==> src/rtl/processor_arbiter_if.sv <==
// processor_arbiter_if
//   Operand/result bundle between the arbiter and the shared processor
//   datapath.
//   master (arbiter side) : drives p_data_in, p_i_data, p_data_select,
//                           p_status_flags; receives p_data_out, p_status
//   slave  (processor side): the mirror image of master
interface processor_arbiter_if;
    logic [31:0] p_data_in;
    logic [31:0] p_i_data;
    logic        p_data_select;
    logic [15:0] p_status_flags;
    logic [31:0] p_data_out;
    logic [7:0]  p_status;

    modport master (
        output p_data_in,
        output p_i_data,
        output p_data_select,
        output p_status_flags,
        input  p_data_out,
        input  p_status
    );

    modport slave (
        input  p_data_in,
        input  p_i_data,
        input  p_data_select,
        input  p_status_flags,
        output p_data_out,
        output p_status
    );
endinterface

==> src/rtl/processor_arbiter.sv <==
// processor_arbiter
//   Round-robin arbiter/sequencer sharing one processor datapath among N
//   requesters. One operation in flight at a time: grant, present operands,
//   wait LATENCY cycles, capture result, pulse done to the owner.
//   Ports:
//     clk, rstN            clock, asynchronous active-low reset
//     req                  per-requester request level
//     req_data_in/i_data   packed 32-bit operands, requester k at [32k+:32]
//     req_data_select      select bit per requester
//     req_status_flags     packed 16-bit flags, requester k at [16k+:16]
//     gnt                  one-hot pulse: operands of that requester captured
//     done                 one-hot pulse: rsp_* valid for that requester
//     rsp_data/rsp_status  captured processor result
//     rsp_err              captured status[6:5] != 2'b11
//     owner                index of the current/last granted requester
//     busy                 high whenever the sequencer is not idle
//     proc_bus             operand/result bundle to the processor
module processor_arbiter #(
    parameter int  N       = 4,
    parameter int  LATENCY = 1,
    localparam int IW      = $clog2(N)
) (
    input  logic                clk,
    input  logic                rstN,
    input  logic [N-1:0]        req,
    input  logic [32*N-1:0]     req_data_in,
    input  logic [32*N-1:0]     req_i_data,
    input  logic [N-1:0]        req_data_select,
    input  logic [16*N-1:0]     req_status_flags,
    output logic [N-1:0]        gnt,
    output logic [N-1:0]        done,
    output logic [31:0]         rsp_data,
    output logic [7:0]          rsp_status,
    output logic                rsp_err,
    output logic [IW-1:0]       owner,
    output logic                busy,
    processor_arbiter_if.master proc_bus
);

    localparam logic [1:0] S_IDLE  = 2'd0;
    localparam logic [1:0] S_ISSUE = 2'd1;
    localparam logic [1:0] S_WAIT  = 2'd2;
    localparam logic [1:0] S_DONE  = 2'd3;

    localparam int CW = 4;

    logic [1:0]    state_q, state_d;
    logic [CW-1:0] cnt_q, cnt_d;
    logic [IW-1:0] ptr_q, ptr_d;
    logic [IW-1:0] owner_q, owner_d;
    logic [N-1:0]  gnt_q, gnt_d;
    logic [N-1:0]  done_q, done_d;
    logic [31:0]   pdi_q, pdi_d;
    logic [31:0]   pid_q, pid_d;
    logic          psel_q, psel_d;
    logic [15:0]   pfl_q, pfl_d;
    logic [31:0]   rsp_data_q, rsp_data_d;
    logic [7:0]    rsp_status_q, rsp_status_d;
    logic          rsp_err_q, rsp_err_d;

    // Unpacked views of the packed per-requester operand buses.
    logic [31:0] a_arr [N];
    logic [31:0] b_arr [N];
    logic [15:0] f_arr [N];

    for (genvar gi = 0; gi < N; gi++) begin : g_unpack
        assign a_arr[gi] = req_data_in[32*gi +: 32];
        assign b_arr[gi] = req_i_data[32*gi +: 32];
        assign f_arr[gi] = req_status_flags[16*gi +: 16];
    end

    // Round-robin pick: scan from ptr upward with wrap. Iterating from the
    // far end downward lets the closest set bit win by overwriting last.
    logic          win_valid;
    logic [IW-1:0] win_idx;
    logic [IW-1:0] cand;

    always_comb begin
        win_valid = 1'b0;
        win_idx   = '0;
        cand      = '0;
        for (int k = N - 1; k >= 0; k--) begin
            cand = IW'((int'(ptr_q) + k) % N);
            if (req[cand]) begin
                win_valid = 1'b1;
                win_idx   = cand;
            end
        end
    end

    always_comb begin
        state_d      = state_q;
        cnt_d        = cnt_q;
        ptr_d        = ptr_q;
        owner_d      = owner_q;
        gnt_d        = '0;
        done_d       = '0;
        pdi_d        = pdi_q;
        pid_d        = pid_q;
        psel_d       = psel_q;
        pfl_d        = pfl_q;
        rsp_data_d   = rsp_data_q;
        rsp_status_d = rsp_status_q;
        rsp_err_d    = rsp_err_q;

        case (state_q)
            S_IDLE: begin
                if (win_valid) begin
                    pdi_d          = a_arr[win_idx];
                    pid_d          = b_arr[win_idx];
                    psel_d         = req_data_select[win_idx];
                    pfl_d          = f_arr[win_idx];
                    owner_d        = win_idx;
                    gnt_d[win_idx] = 1'b1;
                    ptr_d          = (win_idx == IW'(N - 1)) ? '0 : win_idx + IW'(1);
                    state_d        = S_ISSUE;
                end
            end
            S_ISSUE: begin
                cnt_d   = CW'(LATENCY - 1);
                state_d = S_WAIT;
            end
            S_WAIT: begin
                if (cnt_q == '0) begin
                    rsp_data_d   = proc_bus.p_data_out;
                    rsp_status_d = proc_bus.p_status;
                    rsp_err_d    = (proc_bus.p_status[6:5] != 2'b11);
                    state_d      = S_DONE;
                end else begin
                    cnt_d = cnt_q - CW'(1);
                end
            end
            S_DONE: begin
                // done is registered, so it appears in the cycle after DONE,
                // which is also the first IDLE cycle; a grant made there
                // shows up one cycle later, so gnt and done never overlap.
                done_d[owner_q] = 1'b1;
                state_d         = S_IDLE;
            end
            default: state_d = S_IDLE;
        endcase
    end

    always_ff @(posedge clk or negedge rstN) begin
        if (!rstN) begin
            state_q      <= S_IDLE;
            cnt_q        <= '0;
            ptr_q        <= '0;
            owner_q      <= '0;
            gnt_q        <= '0;
            done_q       <= '0;
            pdi_q        <= '0;
            pid_q        <= '0;
            psel_q       <= 1'b0;
            pfl_q        <= '0;
            rsp_data_q   <= '0;
            rsp_status_q <= '0;
            rsp_err_q    <= 1'b0;
        end else begin
            state_q      <= state_d;
            cnt_q        <= cnt_d;
            ptr_q        <= ptr_d;
            owner_q      <= owner_d;
            gnt_q        <= gnt_d;
            done_q       <= done_d;
            pdi_q        <= pdi_d;
            pid_q        <= pid_d;
            psel_q       <= psel_d;
            pfl_q        <= pfl_d;
            rsp_data_q   <= rsp_data_d;
            rsp_status_q <= rsp_status_d;
            rsp_err_q    <= rsp_err_d;
        end
    end

    assign gnt        = gnt_q;
    assign done       = done_q;
    assign rsp_data   = rsp_data_q;
    assign rsp_status = rsp_status_q;
    assign rsp_err    = rsp_err_q;
    assign owner      = owner_q;
    assign busy       = (state_q != S_IDLE);

    assign proc_bus.p_data_in      = pdi_q;
    assign proc_bus.p_i_data       = pid_q;
    assign proc_bus.p_data_select  = psel_q;
    assign proc_bus.p_status_flags = pfl_q;

endmodule

==> src/flat_wrapper.sv <==
// flat-port wrapper written by rule: the top's interface ports become plain ports
module processor_arbiter_flat 
#(
    parameter int  N       = 4,
    parameter int  LATENCY = 1,
    localparam int IW      = $clog2(N)
)
  (clk, rstN, req, req_data_in, req_i_data, req_data_select, req_status_flags, gnt, done, rsp_data, rsp_status, rsp_err, owner, busy, proc_bus_p_data_in, proc_bus_p_i_data, proc_bus_p_data_select, proc_bus_p_status_flags, proc_bus_p_data_out, proc_bus_p_status);
  processor_arbiter_if proc_bus_i ();
  input  logic clk;
  input  logic rstN;
  input  logic [N-1:0] req;
  input  logic [32*N-1:0] req_data_in;
  input  logic [32*N-1:0] req_i_data;
  input  logic [N-1:0] req_data_select;
  input  logic [16*N-1:0] req_status_flags;
  output logic [N-1:0] gnt;
  output logic [N-1:0] done;
  output logic [31:0] rsp_data;
  output logic [7:0] rsp_status;
  output logic rsp_err;
  output logic [IW-1:0] owner;
  output logic busy;
  output wire logic [$bits(proc_bus_i.p_data_in)-1:0] proc_bus_p_data_in;
  output wire logic [$bits(proc_bus_i.p_i_data)-1:0] proc_bus_p_i_data;
  output wire logic [$bits(proc_bus_i.p_data_select)-1:0] proc_bus_p_data_select;
  output wire logic [$bits(proc_bus_i.p_status_flags)-1:0] proc_bus_p_status_flags;
  input wire logic [$bits(proc_bus_i.p_data_out)-1:0] proc_bus_p_data_out;
  input wire logic [$bits(proc_bus_i.p_status)-1:0] proc_bus_p_status;
  assign proc_bus_p_data_in = proc_bus_i.p_data_in;
  assign proc_bus_p_i_data = proc_bus_i.p_i_data;
  assign proc_bus_p_data_select = proc_bus_i.p_data_select;
  assign proc_bus_p_status_flags = proc_bus_i.p_status_flags;
  assign proc_bus_i.p_data_out = proc_bus_p_data_out;
  assign proc_bus_i.p_status = proc_bus_p_status;
  processor_arbiter #(.N(N), .LATENCY(LATENCY)) u_core (.clk(clk), .rstN(rstN), .req(req), .req_data_in(req_data_in), .req_i_data(req_i_data), .req_data_select(req_data_select), .req_status_flags(req_status_flags), .gnt(gnt), .done(done), .rsp_data(rsp_data), .rsp_status(rsp_status), .rsp_err(rsp_err), .owner(owner), .busy(busy), .proc_bus(proc_bus_i));
endmodule
==> config.mk <==
export PLATFORM = sky130hd
export DESIGN_NAME = processor_arbiter_flat
export DESIGN_NICKNAME = d
export VERILOG_FILES = /design/src/rtl/processor_arbiter_if.sv /design/src/rtl/processor_arbiter.sv /design/src/flat_wrapper.sv
export SDC_FILE = /design/constraint.sdc
export NUM_CORES = 1
export LEC_CHECK = 0
export CORE_AREA = 3 3 194 196
export CTS_BUF_LIST = sky130_fd_sc_hd__clkbuf_4
export CTS_CLUSTER_SIZE = 12
export DETAILED_ROUTE_END_ITERATION = 6
export DIE_AREA = 0 0 197 199
export PLACE_DENSITY_LB_ADDON = 0.2
export SETUP_SLACK_MARGIN = 0.05
export SYNTH_ARGS = -nofsm -noshare
export SYNTH_HDL_FRONTEND = slang
export SYNTH_SLANG_ARGS = --single-unit
export TNS_END_PERCENT = 10
==> constraint.sdc <==
create_clock -name clk -period 2.81 [get_ports clk]
set_input_delay 0.281 -clock clk [delete_from_list [all_inputs] [get_ports clk]]
set_output_delay 0.281 -clock clk [all_outputs]
set_load 0.05 [all_outputs]
Word level (Yosys, flattened, before mapping)

Cells that the tools add are included.

Register bits after elaboration: 140
Output and inout bits: 133
Bits of input ports: 370

Bitwise logic cells: 1
Add/sub/neg operators: 5
Equality and inequality tests: 8
Reductions and logical operators: 10
Multiplexer cells: 40
Magnitude comparators: 9

Operators by type and width:

| kind                                                 | number |
|---|---|
| binary-select mux 32 bit (select 2 bit)              | 2 |
| 2-to-1 mux 32 bit                                    | 4 |
| binary-select mux 16 bit (select 2 bit)              | 1 |
| 2-to-1 mux 16 bit                                    | 2 |
| < comparator 2 x 3 -> 1 bit (second input constant)  | 6 |
| 2-to-1 mux 4 bit                                     | 4 |
| 2-to-1 mux 2 bit                                     | 7 |
| 2-to-1 mux 1 bit                                     | 11 |
| binary-select mux 1 bit (select 2 bit)               | 5 |
| case mux 2 bit (4 select lines)                      | 1 |
| case mux 4 bit (2 select lines)                      | 1 |
| AND reduction 2 bit                                  | 4 |
| == test 2 bit (second input constant)                | 3 |
| adder 2 x 1 -> 2 bit (second input constant)         | 2 |
| adder 2 bit (second input constant)                  | 2 |
| demux 1 bit (select 2 bit)                           | 2 |
| >= comparator 2 x 1 -> 1 bit (second input constant) | 2 |
| zero test 4 bit                                      | 1 |
| != test 2 x 1 -> 1 bit (second input constant)       | 2 |
| != test 2 bit (second input constant)                | 2 |
| nonzero test 2 bit                                   | 2 |
| subtractor 4 x 1 -> 4 bit (second input constant)    | 1 |
| >= comparator 3 bit (second input constant)          | 1 |
| inverter 2 -> 3 bit                                  | 1 |
| 3 further kinds                                      | 4 |

Logic depth before layout (Yosys ltp)

Gate-level depths: netlist of the first run.

Depth in word-level cells: 13
Mapped depth: 9
Gate-level depth less buffers: 7

Worst setup path before layout of the first run

OpenSTA, ideal clock, no wires.

Kind: reg-to-reg
Start point: reg u_core.state_q[0]
End point: reg u_core.pdi_q[0], in the netlist u_core.proc_bus.p_data_in[0]
Path slack: 0.776 ns
Arrival: 1.905 ns
Required time: 2.680 ns
Stages on the path, launching flop included: 10
Path through: dfrtp_1 > inv_1 > ha_1 > inv_1 > nor2_1 > o221a_2 > buf_2 > clkbuf_1 > o2bb2ai_1 > a31oi_1

Longest elaborated chain between the ends: 2

Ends and longest elaborated chain:

| element                              | RTL line                 | source |
|---|---|---|
| start: declaration                   | processor_arbiter.sv:47  | `logic [1:0] state_q, state_d;` |
| start signal: assignment             | processor_arbiter.sv:160 | `state_q <= state_d;` |
| zero test 2 bit                      | processor_arbiter.sv:106 | `case (state_q)` |
| AND reduction 2 bit (no source line) | n/a                      |  |
| end signal: assignment               | processor_arbiter.sv:166 | `pdi_q <= pdi_d;` |
| end: declaration                     | processor_arbiter.sv:53  | `logic [31:0] pdi_q, pdi_d;` |

Every way passes these cells.
A chain may end at the register's enable or synchronous reset.

Worst setup path in the final report of the first run

Start point: reg u_core.state_q[0]
End point: out busy

Longest elaborated chain between the ends: 1

Ends and longest elaborated chain:

| element            | RTL line                 | source |
|---|---|---|
| nonzero test 2 bit | processor_arbiter.sv:182 | `assign busy = (state_q != S_IDLE);` |
| end: declaration   | flat_wrapper.sv:23       | `output logic busy;` |

Every way passes these cells.

==> impl_results.md, run 1 <==
- Clock Sinks: 140
- Top-area cell type share of the netlist area: 0.4743
- Multi-input logic area: 0.003508 mm2
- Total congestion overflow: 0
- Clock transition at path regs: 0.14 ns
- Sw Share: 0.5121
- Synth Net Count: around 1100
- Reg2Reg Setup Slack: ~0.7 ns
- Synthesized area per cell: 10.42 um2
- Final min period: roughly 2.4 ns
- Status: completed
- Critical Path End Type: primary output
- Buffers from clock root to sink, at most: 2
- DR DRC count: 0
- Final setup TNS: 0 ns
- Sequential share of the synthesized area: 0.4743
- Final Hold Vio Count: 0
- Area grow syn2layout: 79.16%
- Switching power: 7.511 mW
- First-pass GRT wire length: around 48000 um
- Final Cycle Share: 0.8609
- CP Launch Type: flop
- Pwr dens: 1108 mW/mm2
- Peak supply drop: 481.0 uV
- Int Pwr: 7.155 mW
- Synthesized flop and latch total: 140
- IO Count: roughly 500
- Fillers: 3725
- Number of global-route vias before repair: 7800
- Placed Area: ~0.013 mm2
- Cell taking the most area after synthesis: dfrtp_1
- DRT Pass-1 Iters: 4
- RSZ-0062 raised after global routing: no
- Dominant cells by area after synthesis: dfrtp_1 (47%), mux2i_1 (11%), o2bb2ai_1 (9.6%)
- Total routed wirelength: 32400 um
- CTS tree: done
- Reg power frac: 0.241
- Worst-Margin Slew: approximately 0.60 ns
- Vias: around 7500
- LEAKAGE: roughly 5.3 nW
- Drt wl/cell: 19.33 um
- Final nets: around 1600
- YS warnings: 0
- Largest net degree at the start of global routing: 82
- Post-route cell area: 0.01323 mm2
- Critical Path AT: 2.14 ns
- Die height: 199 um
- Data required time of the worst path: 2.53 ns
- Netlist Area Pre-Place: 0.007386 mm2
- Die area: around 0.04 mm2
- Initial antenna violation count: 3
- Starting Density: 0.2037
- Hpwl dp: 24350 um
- Width of the die: ~200 um
- GP Congestion: between 0.7 and 0.8
- Fraction of layout cells with a size suffix above 1: 0.07973
- Worst skew pair latency: 0.59 ns
- I/O Buffers: 502
- Area of the core: 0.03626 mm2
- Worst hold-check path type: primary input to async pin
- Total Routing Usage GR: 0.1598
- Storage cell area: 0.003503 mm2
- Skew final: 0.01734 ns
- Iteration-0 DRC Markers: 179
- Final setup vio count: 0
- Normalized max-slew margin: 0.5980
- Post-layout power: 14.67 mW
- Synth Instances: 709
- Number of buffers created by CTS: 17
- F_max: roughly 0.41 GHz
- Crit-path max FO: 4
- Clock Tree Root: clkbuf_4
- Slew Viols, Final: 0
- Rows: 70
- Via/cell ratio: 4.445
- Htree depth: 4
- Clock group share of total power: 0.091
- Cell variety after synth: 36
- Post-route ant nets: 0
- Setup CP Type: flop to primary output
- Logic pwr share: 0.668
- Max cap viols: 0
## layout make-up
cell class / count / share of cell area
flip-flops and latches: 140 / 0.2648
clock inverters: 13 / 0.009644
inverters: 9 / 0.002648
repair buffers: 523 / 0.4032
well taps: 468 / 0.04425
clock buffers: 17 / 0.009644
diodes: 4 / 0.0007564
multi-input cells: 502 / 0.2651
## synth_stat cells
cell / number
o21a_1: 1
o21ai_0: 5
mux2i_1: 83
o221ai_2: 1
nor4_1: 2
a31oi_1: 82
o22a_1: 1
and2_1: 2
nor3_1: 2
and3_1: 1
or2_2: 1
a21o_1: 2
o2bb2ai_1: 81
buf_8: 1
o221a_2: 1
buf_4: 3
a21boi_1: 1
ha_1: 6
and3b_1: 1
nor3b_1: 1
xnor2_1: 1
nor2_2: 1
a21boi_0: 1
clkbuf_1: 22
buf_12: 7
nand2b_1: 2
dfrtp_1: 140
buf_2: 21
a21oi_1: 5
buf_1: 4
nor2_1: 6
or3b_1: 1
inv_1: 9
o22ai_1: 1
mux2_2: 40
nand2_1: 170
## flip-flops by register name, summed over array words and instances (netlist names)
register and flops:
u_core.proc_bus.p_data_in 32, u_core.proc_bus.p_i_data 32, u_core.rsp_data 32, u_core.proc_bus.p_status_flags 16, u_core.rsp_status 8, u_core.cnt_q 4
u_core.done 4, u_core.gnt 4, u_core.owner 2, u_core.ptr_q 2, u_core.state_q 2, u_core.proc_bus.p_data_select 1
u_core.rsp_err 1
## metal layers
| layer | track usage | part of all wire |
|---|---|---|
| met2 | 0.2705 | 0.48 |
| met4 | 0.04541 | 0.022 |
| met1 | 0.1900 | 0.41 |
| met5 | 0 | 0.00040 |
| met3 | 0.06081 | 0.081 |
## power by group through the flow
stage | Clock [mW] | Sequential [mW] | Combinational, mW
floorplan | 0 | 6.72 | 3.14
global placement | 0 | 3.55 | 9.88
detailed placement | 0 | 3.58 | 9.93
CTS | 1.44 | 3.55 | 9.94
global route | 1.51 | 3.67 | 10.4
finish | 1.34 | 3.53 | 9.80
## layout by cell type, fill, tap and decap left out, types with 8 or more instances in the layout
cell type / count
mux2_2: 40
clkbuf_4: 17
clkdlybuf4s50_1: 500
buf_12: 12
mux2i_1: 83
o2bb2ai_1: 81
nand2_1: 170
buf_4: 8
a31oi_1: 82
inv_1: 8
dfrtp_1: 140
## per-stage QoR
step	setup slack, ns	util	hold slack (ns)	std cells
finish	0.3907	0.3649	0.2266	1676
global route	0.2075	0.3649	0.1160	1676
CTS	0.3014	0.3647	0.1222	1672
detailed placement	0.3526	0.3574	0.2957	1641
global placement	0.4081	0.3574	0.2983	1641
floorplan	0.7756	-	-0.01459	709
## worst max-delay path, cell delays in order, from the launching register on
cell and delay [ns]:
dfrtp_1 0.43, inv_1 0.08, ha_1 0.23, inv_1 0.17, dlygate4sd2_1 0.63
## path summary, 6_finish.rpt
| path | startpoint | to | cells after the start |
|---|---|---|---|
| max | u_core.state_q[0] | busy | 4 |
| min | rstN | u_core.rsp_data[0] | 2 |
| max reg2reg | u_core.ptr_q[1] | u_core.proc_bus.p_data_in[14] | 7 |
| min reg2reg | u_core.rsp_data[0] | u_core.rsp_data[0] | 1 |
| max in group asynchronous | rstN | u_core.proc_bus.p_i_data[12] | 3 |
| min in group clk | req_i_data[56] | u_core.proc_bus.p_i_data[24] | 3 |
## repair_timing
action                                 4_1_cts  5_1_grt
endpoints found under the hold margin       56        0
gates resized for setup                      1        0
setup endpoints to repair                    1        0
setup buffers                                0        0
hold buffers                                 1        0
## cell families (layout without fill, tap and decap cells)
| logic type | after synthesis | after routing | synth area share |
|---|---|---|---|
| xor gates and xnor gates | 1 | 1 | 0.001186 |
| buffers and inverters | 67 | 562 | 0.05607 |
| muxes | 123 | 123 | 0.1735 |
| other | 0 | 4 | 0 |
| and+or+nand+nor | 190 | 190 | 0.1018 |
| DFF | 140 | 140 | 0.4743 |
| adders and majority gates | 6 | 6 | 0.01016 |
| AOI/OAI and AO/OA | 182 | 182 | 0.1830 |
No activity file was read; power rests on OpenSTA's default activity.
==> inputs of run 2 (changes only) <==
--- a/config.mk
+++ b/config.mk
@@ -11,7 +11,7 @@
 export DETAILED_ROUTE_END_ITERATION = 6
 export DIE_AREA = 0 0 197 199
 export PLACE_DENSITY_LB_ADDON = 0.2
-export SETUP_SLACK_MARGIN = 0.05
+export SETUP_SLACK_MARGIN = 0.2
 export SYNTH_ARGS = -nofsm -noshare
 export SYNTH_HDL_FRONTEND = slang
 export SYNTH_SLANG_ARGS = --single-unit
==> constraint.sdc (replaced) <==
create_clock -name clk -period 2.81 [get_ports clk]
set_input_delay 0.843 -clock clk [delete_from_list [all_inputs] [get_ports clk]]
set_output_delay 0.843 -clock clk [all_outputs]
set_load 0.05 [all_outputs]
==> impl_results.md, run 2 (synthesis gave the netlist of run 1 again) <==
- Status: completed
- Peak supply drop: about 550 uV
- CTS resizes: 13
- Clock transition at path regs: 0.17 ns
- Drt wl/cell: 19.62 um
- Clock Sinks: 140
- Post-route cell area: 0.01357 mm2
- Final min period: about 2.7 ns
- Buffers from clock root to sink, at most: 2
- Total routed wirelength: between 30000 and 40000 um
- I/O Buffers: 502
- Hpwl dp: ~26000 um
- Critical Path Slowest Stage Cell: clkdlybuf4s50_1
- CP Launch Type: flop
- Starting Density: 0.2037
- Max cap viols: 0
- Post-CTS setup buffers: 0
- DR DRC count: 0
- Rows: 70
- Pre-CTS setup slack: -0.1413 ns
- Vias: roughly 7600
- Final nets: 1600
- Worst-Margin Slew: slightly above 0.6 ns
- Max incr delay on CP: ~0.85 ns
- Largest net degree at the start of global routing: 84
- Reg2reg start: u_core.state_q[0]
- Htree depth: 4
- Number of buffers created by CTS: 17
- Number of global-route vias before repair: 7945
- Critical Path End Type: primary output
- GP Congestion: 0.7958
- Pwr dens: approximately 1100 mW/mm2
- Final setup vio count: 0
- Worst hold-check path type: primary input to async pin
- Crit-path max FO: 2
- Worst skew pair latency: 0.60 ns
- Die height: 199 um
- CP top delay family: buffers and inverters
- Critical Path AT: roughly 1.8 ns
- Width of the die: 197 um
- Area of the core: 0.03626 mm2
- Post-layout util: 0.3742
- LEAKAGE: roughly 5.6 nW
- Iteration-0 DRC Markers: 146
- Reg2Reg Depth: 7
- Total congestion overflow: 0
- Layout Cells excl Fill: approximately 1700
- Initial antenna violation count: 2
- Post-route setup slack: ~0.14 ns
- Final Hold Vio Count: 0
- Skew final: roughly 0.02 ns
- Crit path buf inv count: 1
- RSZ-0062 raised after global routing: yes
- Data required time of the worst path: 1.97 ns
- First-pass GRT wire length: 48820 um
- F_max: 0.3747 GHz
- Setup CP Type: flop to primary output
- Clock Tree Root: clkbuf_4
- Reg2Reg Setup Slack: 0.74 ns
- Area grow syn2layout: 83.69%
- CTS tree: done
- Placed Cells: around 1700
- Final Cycle Share: 0.9499
- IO Count: roughly 500
- Via/cell ratio: roughly 4.4
- Reg2Reg Capture Point: u_core.rsp_status[0]
- Min Hold Slack: 0.1686 ns
- Fraction of layout cells with a size suffix above 1: 0.1075
- Post-route ant nets: 0
- Slew Viols, Final: 0
- Placed Area: between 0.01 and 0.015 mm2
- DRT Pass-1 Iters: 4
- Most common cell after layout, fill and taps aside: clkdlybuf4s50_1
- Die area: a little under 0.04 mm2
- Hold Buf Count CTS: 0
- Normalized max-slew margin: 0.5966
- Total Routing Usage GR: 0.1641
- Commonest non-fill, non-tap cells in the layout: clkdlybuf4s50_1 (475), nand2_1 (170), dfrtp_1 (140)
- Cell breakdown of the critical path: clkdlybuf4s50_1
==> run 2: cell count changes in the layout (fill, tap and decap cells not counted), moves of 4 or more <==
| cell | before | now |
|---|---|---|
| buf_4 | 8 | 35 |
| clkdlybuf4s50_1 | 500 | 475 |
| dlygate4sd2_1 | 1 | 13 |
| dlymetal6s2s_1 | 0 | 12 |
| buf_12 | 12 | 18 |
| inv_6 | 1 | 5 |
| inv_8 | 0 | 4 |
==> run 2: worst max path at each step <==
stage,start,endpoint,depth (start not counted)
finish,u_core.proc_bus.p_i_data[26],proc_bus_p_i_data[26],1
global route,u_core.proc_bus.p_data_in[14],proc_bus_p_data_in[14],1
detailed placement,req[2],u_core.proc_bus.p_i_data[1],9
global placement,req[2],u_core.proc_bus.p_i_data[13],9
floorplan,req[1],u_core.proc_bus.p_data_in[0],7
CTS,u_core.proc_bus.p_i_data[24],proc_bus_p_i_data[24],1
==> run 2: per-layer routing <==
layer / up-vias / GRT usage / wire length, um
li1: 3618 / - / -
met1: 3570 / 0.1961 / 13690
met2: 331 / 0.2774 / 16330
met3: 32 / 0.06114 / 2816
met4: 2 / 0.04725 / 624
met5: - / 0 / 13
==> run 2: stage by stage <==
stage	TNS, ns	power [mW]
final	0	14.97
after global routing	0	15.87
after CTS	0	15.23
after detailed placement	-7.497	13.84
after global placement	-2.790	13.77
after floorplan	0	9.866
==> run 2: where the power goes <==
part	internal, mW	switching [mW]
registers	2.98	0.537
logic	3.85	6.22
clock network	0.402	0.972
==> run 2: area by class of cell <==
class,instances,area (um2)
Tap cell,468,585.6
Sequential cell,140,3503
Inverter,9,35.03
Fill cell,3689,22690
Multi-Input combinational cell,502,3508
Antenna cell,1,2.502
Timing Repair Buffer,554,5653
Clock buffer,17,127.6
Clock inverter,15,151.4
==> inputs of run 3 (changes only) <==
==> constraint.sdc (replaced) <==
create_clock -name clk -period 2.6 [get_ports clk]
set_input_delay 0.78 -clock clk [delete_from_list [all_inputs] [get_ports clk]]
set_output_delay 0.78 -clock clk [all_outputs]
set_load 0.05 [all_outputs]
==> impl_results.md, run 3 (synthesis gave the netlist of run 1 again) <==
- Status: completed
- RSZ-0062 raised after global routing: yes
- Slew Viols, Final: 0
- Post-route ant nets: 0
- Rows: 70
- I/O Buffers: approximately 500
- Post-layout power: ~16 mW
- Worst-Margin Slew: 0.5853 ns
- Clock Tree Root: clkbuf_4
- Total congestion overflow: 0
- Max cap viols: 0
- Cell breakdown of the critical path: dlygate4sd2_1
- LEAKAGE: 5.600 nW
- Setup CP Type: flop to primary output
- GP Congestion: ~0.8
- Iteration-0 DRC Markers: 240
- Total routed wirelength: between 30000 and 40000 um
- Via/cell ratio: 4.457
- Buffers from clock root to sink, at most: 2
- CTS resizes: between 150 and 200
- Starting Density: 0.2037
- Critical Path Slowest Stage Cell: dlygate4sd2_1
- Vias: between 7000 and 8000
- Final Hold Vio Count: 0
- Post-route setup slack: 0.3008 ns
- Htree depth: 4
- Die area: 0.03920 mm2
- Hold Buf Count CTS: 0
- Clock transition at path regs: 0.15 ns
- Final setup vio count: 0
- Total Routing Usage GR: 0.1619
- Most common cell after layout, fill and taps aside: clkdlybuf4s50_1
- Max incr delay on CP: 0.56 ns
- CP top delay family: buffers and inverters
- Critical Path AT: approximately 1.5 ns
- Data required time of the worst path: 1.82 ns
- Peak supply drop: 466.3 uV
- Final Cycle Share: 0.8843
- Skew final: 0.04816 ns
- Largest net degree at the start of global routing: 51
- Worst hold-check path type: primary input to async pin
- Normalized max-slew margin: 0.6114
- Worst skew pair latency: 0.60 ns
- Final nets: 1602
- Hpwl dp: around 25000 um
- Die height: 199 um
- Fillers: between 3000 and 4000
- Width of the die: roughly 200 um
- IO Count: 503
- Fraction of layout cells with a size suffix above 1: 0.1269
- CP Launch Type: flop
- Area of the core: 0.03626 mm2
- Number of buffers created by CTS: 17
- Pwr dens: 1156 mW/mm2
- CTS tree: done
- Final min period: roughly 2.3 ns
- DRT Pass-1 Iters: 4
- First-pass GRT wire length: 48270 um
- Crit path buf inv count: 1
- Number of global-route vias before repair: 7940
- Commonest non-fill, non-tap cells in the layout: clkdlybuf4s50_1 (368), nand2_1 (170), dfrtp_1 (140)
- Critical Path End Type: primary output
- Post-CTS setup buffers: 0
- Post-route cell area: 0.01342 mm2
- Placed Area: roughly 0.013 mm2
- Initial antenna violation count: 2
- F_max: 0.4349 GHz
- Final setup TNS: 0 ns
- Area grow syn2layout: 81.74%
- Drt wl/cell: 19.35 um
- Crit-path max FO: 2
- Pre-CTS setup slack: -0.3993 ns
- Clock Sinks: 140
- DR DRC count: 0
## run 3: cell type report
type	instances	area, um2	share of cell area
timing repair buffer	556	5519	0.4112
multi-input combinational	502	3527	0.2628
sequential	140	3503	0.2610
antenna	1	2.502	0.0001864
inverter	9	37.54	0.002796
clock inverter	13	120.1	0.008949
clock buffer	17	127.6	0.009508
tap	468	585.6	0.04362
## run 3: worst register-to-register path: cells and delay by family (launching register included)
family	cells	cell delay, ns
adder cells (fa/ha/maj)	1	0.23
flip-flops	1	0.45
multiplexers	1	0.38
AND/OR/NAND/NOR	2	0.45
buffers and inverters	3	0.44
## run 3: worst paths after layout
check                                                        from                                 to  slack (ns)  cells past startpoint
worst max-delay path            u_core.proc_bus.p_status_flags[0]         proc_bus_p_status_flags[0]        0.30                      1
worst min-delay path                                         rstN  u_core.proc_bus.p_status_flags[4]        0.08                      1
worst max register to register                  u_core.state_q[0]                 u_core.rsp_data[3]        0.55                      7
worst min register to register                u_core.rsp_data[19]                u_core.rsp_data[19]        0.51                      1
max in group asynchronous                                    rstN      u_core.proc_bus.p_data_in[10]        1.91                      2
min in group clk                              u_core.rsp_data[19]                u_core.rsp_data[19]        0.51                      1
## run 3: per-stage QoR
stage,cells,util,hold WS (ns)
after floorplan,709,-,0.4632
after global placement,1675,0.3659,0.4873
after detailed placement,1675,0.3659,0.4942
after CTS,1705,0.3705,0.0004373
after global routing,1706,0.3702,0.01097
final,1706,0.3702,0.08045
## run 3: report_power, final
group          total [mW]  internal (mW)  leakage [nW]  switching [mW]
clock                1.40          0.469         0.130           0.929
combinational        10.3           3.63          3.86            6.72
sequential           3.78           3.23          1.61           0.550
## run 3: routing by layer
metal / wire (um) / part of all wire / global-route usage / vias to the layer above
li1: - / - / - / 3625
met1: 13280 / 0.40 / 0.1926 / 3640
met2: 16480 / 0.50 / 0.2797 / 317
met3: 2885 / 0.087 / 0.06098 / 20
met4: 363 / 0.011 / 0.03590 / 2
met5: 13 / 0.00039 / 0 / -
